<file path="src/rtl/rv32i_pkg.sv">
// Shared RV32I core definitions: register-file geometry, the x0 constant and
// the state encoding of the register-file access sequencer.
package rv32i_pkg;

    localparam int REG_ADDR_W = 5;
    localparam int XLEN       = 32;

    localparam logic [REG_ADDR_W-1:0] REG_X0 = '0;

    typedef enum logic [2:0] {
        IDLE,
        RD1,
        RD2,
        CAP2,
        OUT
    } rf_seq_state_t;

endpackage

</file>
<file path="src/rtl/regfile_access_sequencer.sv">
// Arbitrates the single-port register file between writeback and operand
// reads, hiding the one-cycle read latency and forcing x0 to read as zero.
module regfile_access_sequencer
    import rv32i_pkg::*;
#(
    parameter int ADDR_WIDTH = REG_ADDR_W,
    parameter int DATA_WIDTH = XLEN
) (
    input  logic                  clk,
    input  logic                  rst,
    input  logic                  req_valid,
    output logic                  req_ready,
    input  logic [ADDR_WIDTH-1:0] req_rs1,
    input  logic [ADDR_WIDTH-1:0] req_rs2,
    input  logic                  wb_valid,
    output logic                  wb_ready,
    input  logic [ADDR_WIDTH-1:0] wb_rd,
    input  logic [DATA_WIDTH-1:0] wb_data,
    output logic                  opnd_valid,
    input  logic                  opnd_ready,
    output logic [DATA_WIDTH-1:0] opnd_rs1_data,
    output logic [DATA_WIDTH-1:0] opnd_rs2_data,
    output logic                  rf_we,
    output logic [ADDR_WIDTH-1:0] rf_addr,
    output logic [DATA_WIDTH-1:0] rf_wdata,
    input  logic [DATA_WIDTH-1:0] rf_rdata
);

    localparam logic [ADDR_WIDTH-1:0] X0 = ADDR_WIDTH'(REG_X0);

    rf_seq_state_t state;
    rf_seq_state_t next_state;

    logic [ADDR_WIDTH-1:0] rs1_q;
    logic [ADDR_WIDTH-1:0] rs2_q;

    always_comb begin
        next_state = state;
        req_ready  = 1'b0;
        wb_ready   = 1'b0;
        rf_we      = 1'b0;
        rf_addr    = '0;
        rf_wdata   = '0;

        case (state)
            IDLE: begin
                // Writeback wins so a later read always observes the new value
                if (wb_valid) begin
                    wb_ready = 1'b1;
                    rf_we    = (wb_rd != X0);
                    rf_addr  = wb_rd;
                    rf_wdata = wb_data;
                end else begin
                    req_ready = 1'b1;
                    if (req_valid) begin
                        next_state = RD1;
                    end
                end
            end
            RD1: begin
                rf_addr    = rs1_q;
                next_state = RD2;
            end
            RD2: begin
                rf_addr    = rs2_q;
                next_state = CAP2;
            end
            CAP2: begin
                next_state = OUT;
            end
            OUT: begin
                if (opnd_ready) begin
                    next_state = IDLE;
                end
            end
            default: begin
                next_state = IDLE;
            end
        endcase

        // Nothing leaves the block while reset is held, including a pending write
        if (!rst) begin
            req_ready = 1'b0;
            wb_ready  = 1'b0;
            rf_we     = 1'b0;
            rf_addr   = '0;
            rf_wdata  = '0;
        end
    end

    always_ff @(posedge clk or negedge rst) begin
        if (!rst) begin
            state         <= IDLE;
            rs1_q         <= '0;
            rs2_q         <= '0;
            opnd_valid    <= 1'b0;
            opnd_rs1_data <= '0;
            opnd_rs2_data <= '0;
        end else begin
            state <= next_state;
            if (state == IDLE && req_valid && req_ready) begin
                rs1_q <= req_rs1;
                rs2_q <= req_rs2;
            end
            // The file returns data one cycle after the address: rs1 lands in RD2, rs2 in CAP2
            if (state == RD2) begin
                opnd_rs1_data <= (rs1_q == X0) ? '0 : rf_rdata;
            end
            if (state == CAP2) begin
                opnd_rs2_data <= (rs2_q == X0) ? '0 : rf_rdata;
                opnd_valid    <= 1'b1;
            end
            if (state == OUT && opnd_ready) begin
                opnd_valid <= 1'b0;
            end
        end
    end

endmodule

</file>
<file path="config.mk">
export PLATFORM = sky130hd
export DESIGN_NAME = regfile_access_sequencer
export DESIGN_NICKNAME = d
export VERILOG_FILES = /design/src/rtl/rv32i_pkg.sv /design/src/rtl/regfile_access_sequencer.sv
export SDC_FILE = /design/constraint.sdc
export NUM_CORES = 1
export LEC_CHECK = 0
export CORE_ASPECT_RATIO = 2
export CORE_MARGIN = 1
export CORE_UTILIZATION = 40
export CTS_BUF_LIST = sky130_fd_sc_hd__clkbuf_8
export CTS_CLUSTER_SIZE = 40
export DETAILED_ROUTE_END_ITERATION = 16
export PLACE_DENSITY = 0.82
export SKIP_LAST_GASP = 1
export SYNTH_ARGS = -nofsm -noshare
export SYNTH_HDL_FRONTEND = slang
export SYNTH_SLANG_ARGS = --single-unit
</file>
<file path="constraint.sdc">
create_clock -name clk -period 2.2 [get_ports clk]
set_input_delay 0.44 -clock clk [delete_from_list [all_inputs] [get_ports clk]]
set_output_delay 0.44 -clock clk [all_outputs]
set_load 0.02 [all_outputs]
</file>
==> results of run 1 <==
flip-flops by register name (all words and copies together), names as in the netlist:
register / flops
state: 3
opnd_rs2_data: 32
rs2_q: 5
opnd_valid: 1
opnd_rs1_data: 32
rs1_q: 5
worst min-delay path by stage:
stage	to
CTS	rs2_q[1]$_DFFE_PN0P_
finish	rs2_q[4]$_DFFE_PN0P_
global placement	opnd_rs2_data[0]$_DFFE_PN0P_
global route	opnd_rs2_data[30]$_DFFE_PN0P_
floorplan	opnd_rs1_data[0]$_DFFE_PN0N_
detailed placement	opnd_rs2_data[9]$_DFFE_PN0P_
stage by stage:
step	total power, mW	hold WS, ns	instance area [sq um]	worst slack [ns]	util, %
after floorplan	4.67	0.144	3520	0.0476	-
after global placement	6.63	0.460	5550	-0.381	64.7
after detailed placement	6.77	0.471	5550	-0.411	64.7
after CTS	8.05	0.377	5760	-0.0593	67.1
after global routing	8.56	0.429	5850	-0.0485	68.1
final	8.06	0.366	5850	0.0249	68.1
power breakdown:
group,switching [mW],leakage (nW),internal [mW]
Clock,0.526,0.116,0.701
Combinational,2.28,1.54,1.99
Sequential,0.436,0.968,2.12
Total,3.24,2.62,4.82
layout make-up:
class	count	share of cell area [%]
Clock buffer	11	2.59
Timing Repair Buffer	213	35.1
Inverter	1	0.0642
Antenna cell	1	0.0428
Multi-Input combinational cell	271	25.3
Tap cell	100	2.14
Clock inverter	5	1.39
Sequential cell	78	33.4
per-layer routing:
layer | vias to the layer above | global-route usage [%] | wire length (microns)
met3 | 24 | 5.57 | 540
met1 | 1690 | 24.9 | 3910
li1 | 1629 | - | -
met4 | 0 | 16.9 | 433
met2 | 157 | 50.7 | 7070
met5 | - | 0 | 0
what timing repair did:
action / in CTS / in global routing
cloned: 3 / 1
setup endpoints to repair: 40 / 39
setup buffers: 2 / 1
hold buffers: 0 / 0
gates resized for setup: 188 / 33
pin swaps: 1 / 0
layout by cell type (no fill, tap or decap), types with 2 or more instances in the layout:
cell / instances
o21ai_0: 57
o2bb2ai_1: 5
nor2_2: 2
dfrtp_1: 77
nor2b_1: 2
and2_1: 23
or4_1: 3
nand3b_1: 2
bufinv_16: 2
clkbuf_8: 11
buf_6: 11
and2_4: 9
a21oi_1: 2
mux2_4: 10
buf_4: 49
clkdlybuf4s50_1: 146
nand2_1: 129
nor2_1: 4
o21ai_1: 7
a22oi_1: 4
cell families (layout without fill, tap and decap cells):
group	Yosys count	in the layout
multiplexers	10	10
other	0	1
AND/OR/NAND/NOR	184	184
AO/OA/AOI/OAI	77	77
buffers and inverters	30	230
flip-flops	78	78
==> reports/summary.txt, run 1 <==
Status: completed
WL final: 12.0 mm
Initial antenna violation count: 1
Vias in the first global route: 3653
Post-DP HPWL: 8.42 mm
CP max FO: 9
Initial Util: 41.0%
Placeable core area: 8590 sq um
CTS tree: yes
Number of synthesized flops with an enable pin: 0
Drt first pass iters: 4
Clock buffer count from CTS: 9
Synth top cells by count: 129 x nand2_1, 78 x dfrtp_1, 57 x o21ai_0, 32 x and2_1, 18 x clkbuf_1
Avg Synthesized Cell Area: 9.28 sq um
Area Growth Syn to Fin: 66.3%
PD cells: 1380 nW/um^2
GR Util All Layers: 27.2%
Via density: 5.15
FILL cells: 657
Placed instance count: 657
Port Buf Inserts: 188
Slowest stage cell, crit path: dfrtp_1
XOR/XNOR Fraction of Synth Area: 0%
Routability cong.: 0.921
P_leak: 2.62 nW
Slew Limit Fails: 0
H-tree Lvls: 3
Max frequency: 460 MHz
Area contributors post-synth: dfrtp_1 55%, nand2_1 14%, o21ai_0 8.1%
Slew of the pin with the lowest slew margin: 0.982 ns
Final hold vios: 0
Routed Antenna Nets: 0
Initial DRC count: 261
Final Cycle Share: 98.9%
Most frequent cell after synthesis: nand2_1
Total congestion overflow: 0
WL/cell: 17.6 microns
Mux cell area share after synthesis: 4.27%
Worst-Skew Late Latency: 0.35 ns
Number of synthesized register bits: 78
Pin count of the biggest net entering global routing: 79
Final setup viols: 0
Syn Nets: 463
Headroom to the max-slew limit: 34.5%
First-pass GRT wire length: 18.1 mm
Synth cell types: 27
Synth Area in Compound Gates: 11.9%
Post-Layout Cell Count: 680
Worst endpoint data arrival time: 1.74 ns
TNS Setup: 0 ns
Max clock buf depth: 2
Num Clock Sinks: 78
Reg-to-Reg Start: state[1]$_DFFE_PN0P_
Dominant cell type by area after synthesis: dfrtp_1
Root buffer cell: clkbuf_8
Most common flop cell mapped by yosys: dfrtp_1
CP cell instances: nand2b_4 -> nor4b_4 -> buf_6 -> buf_6 -> and2_1 -> buf_4
Yosys synthesis warning count: 0
Sequential area share after synthesis: 55.5%
Mapped Cells: 379
Vias: 3500
Synth top area share: 55.5%
R2R depth: 4
Clock skew: 0.0124 ns
Syn Std Cell Area: 3520 sq um
Crit-path leading delay family: simple AND/OR/NAND/NOR gates
Async SR Flop Fraction: 100%
Simple-gate portion of the synthesized area: 24.1%
Crit-path max cell delay: 0.39 ns
IO Pins: 189
Logic depth of the worst path, buffers included: 6
Setup crit end: rf_wdata[27]
Kind of critical path: reg2out
Reg2Reg Capture Point: opnd_rs1_data[20]$_DFFE_PN0N_
CP Launch Point: state[2]$_DFFE_PN0P_
Die ar.: 9200 sq um
Critical path required time: 1.76 ns
Setup repair after global routing missed its margin: yes
Critical path buffers and inverters: 3
Die height: 135 microns
Layout cells sized above 1: 19.5%
Worst IR Drop VDD: 0.000545 V
Nets: 658
Startpoint type of the worst setup path: flip-flop
# rows: 48
Largest family of logic cells by synthesized area: simple AND/OR/NAND/NOR gates
Worst setup EP type: output pin
Die W: 68.3 microns
Min cycle time layout: 2.18 ns
Max-capacitance violation count: 0
Post-synthesis adder-cell area fraction: 0%
DR DRC count: 0
Reg clk slew, reported paths: 0.09 ns
Area of the multi-input gates: 1480 sq um
R2R setup slack: 0.35 ns
Hold Path Class: in2async
Most used cell, CP: buf_6
Seq. cell area: 1950 sq um
Power figures use the tool's default switching activity.
==> run 2, diff against run 1 <==
- CTS_CLUSTER_SIZE: 40 -> 20
==> results of run 2 <==
Same layout as run 1: the final DEF is identical, and so are final timing and power.
==> run 3, diff against run 2 <==
- HOLD_SLACK_MARGIN: unset -> 0.03
==> results of run 3 <==
Same layout as run 1: the final DEF is identical, and so are final timing and power.
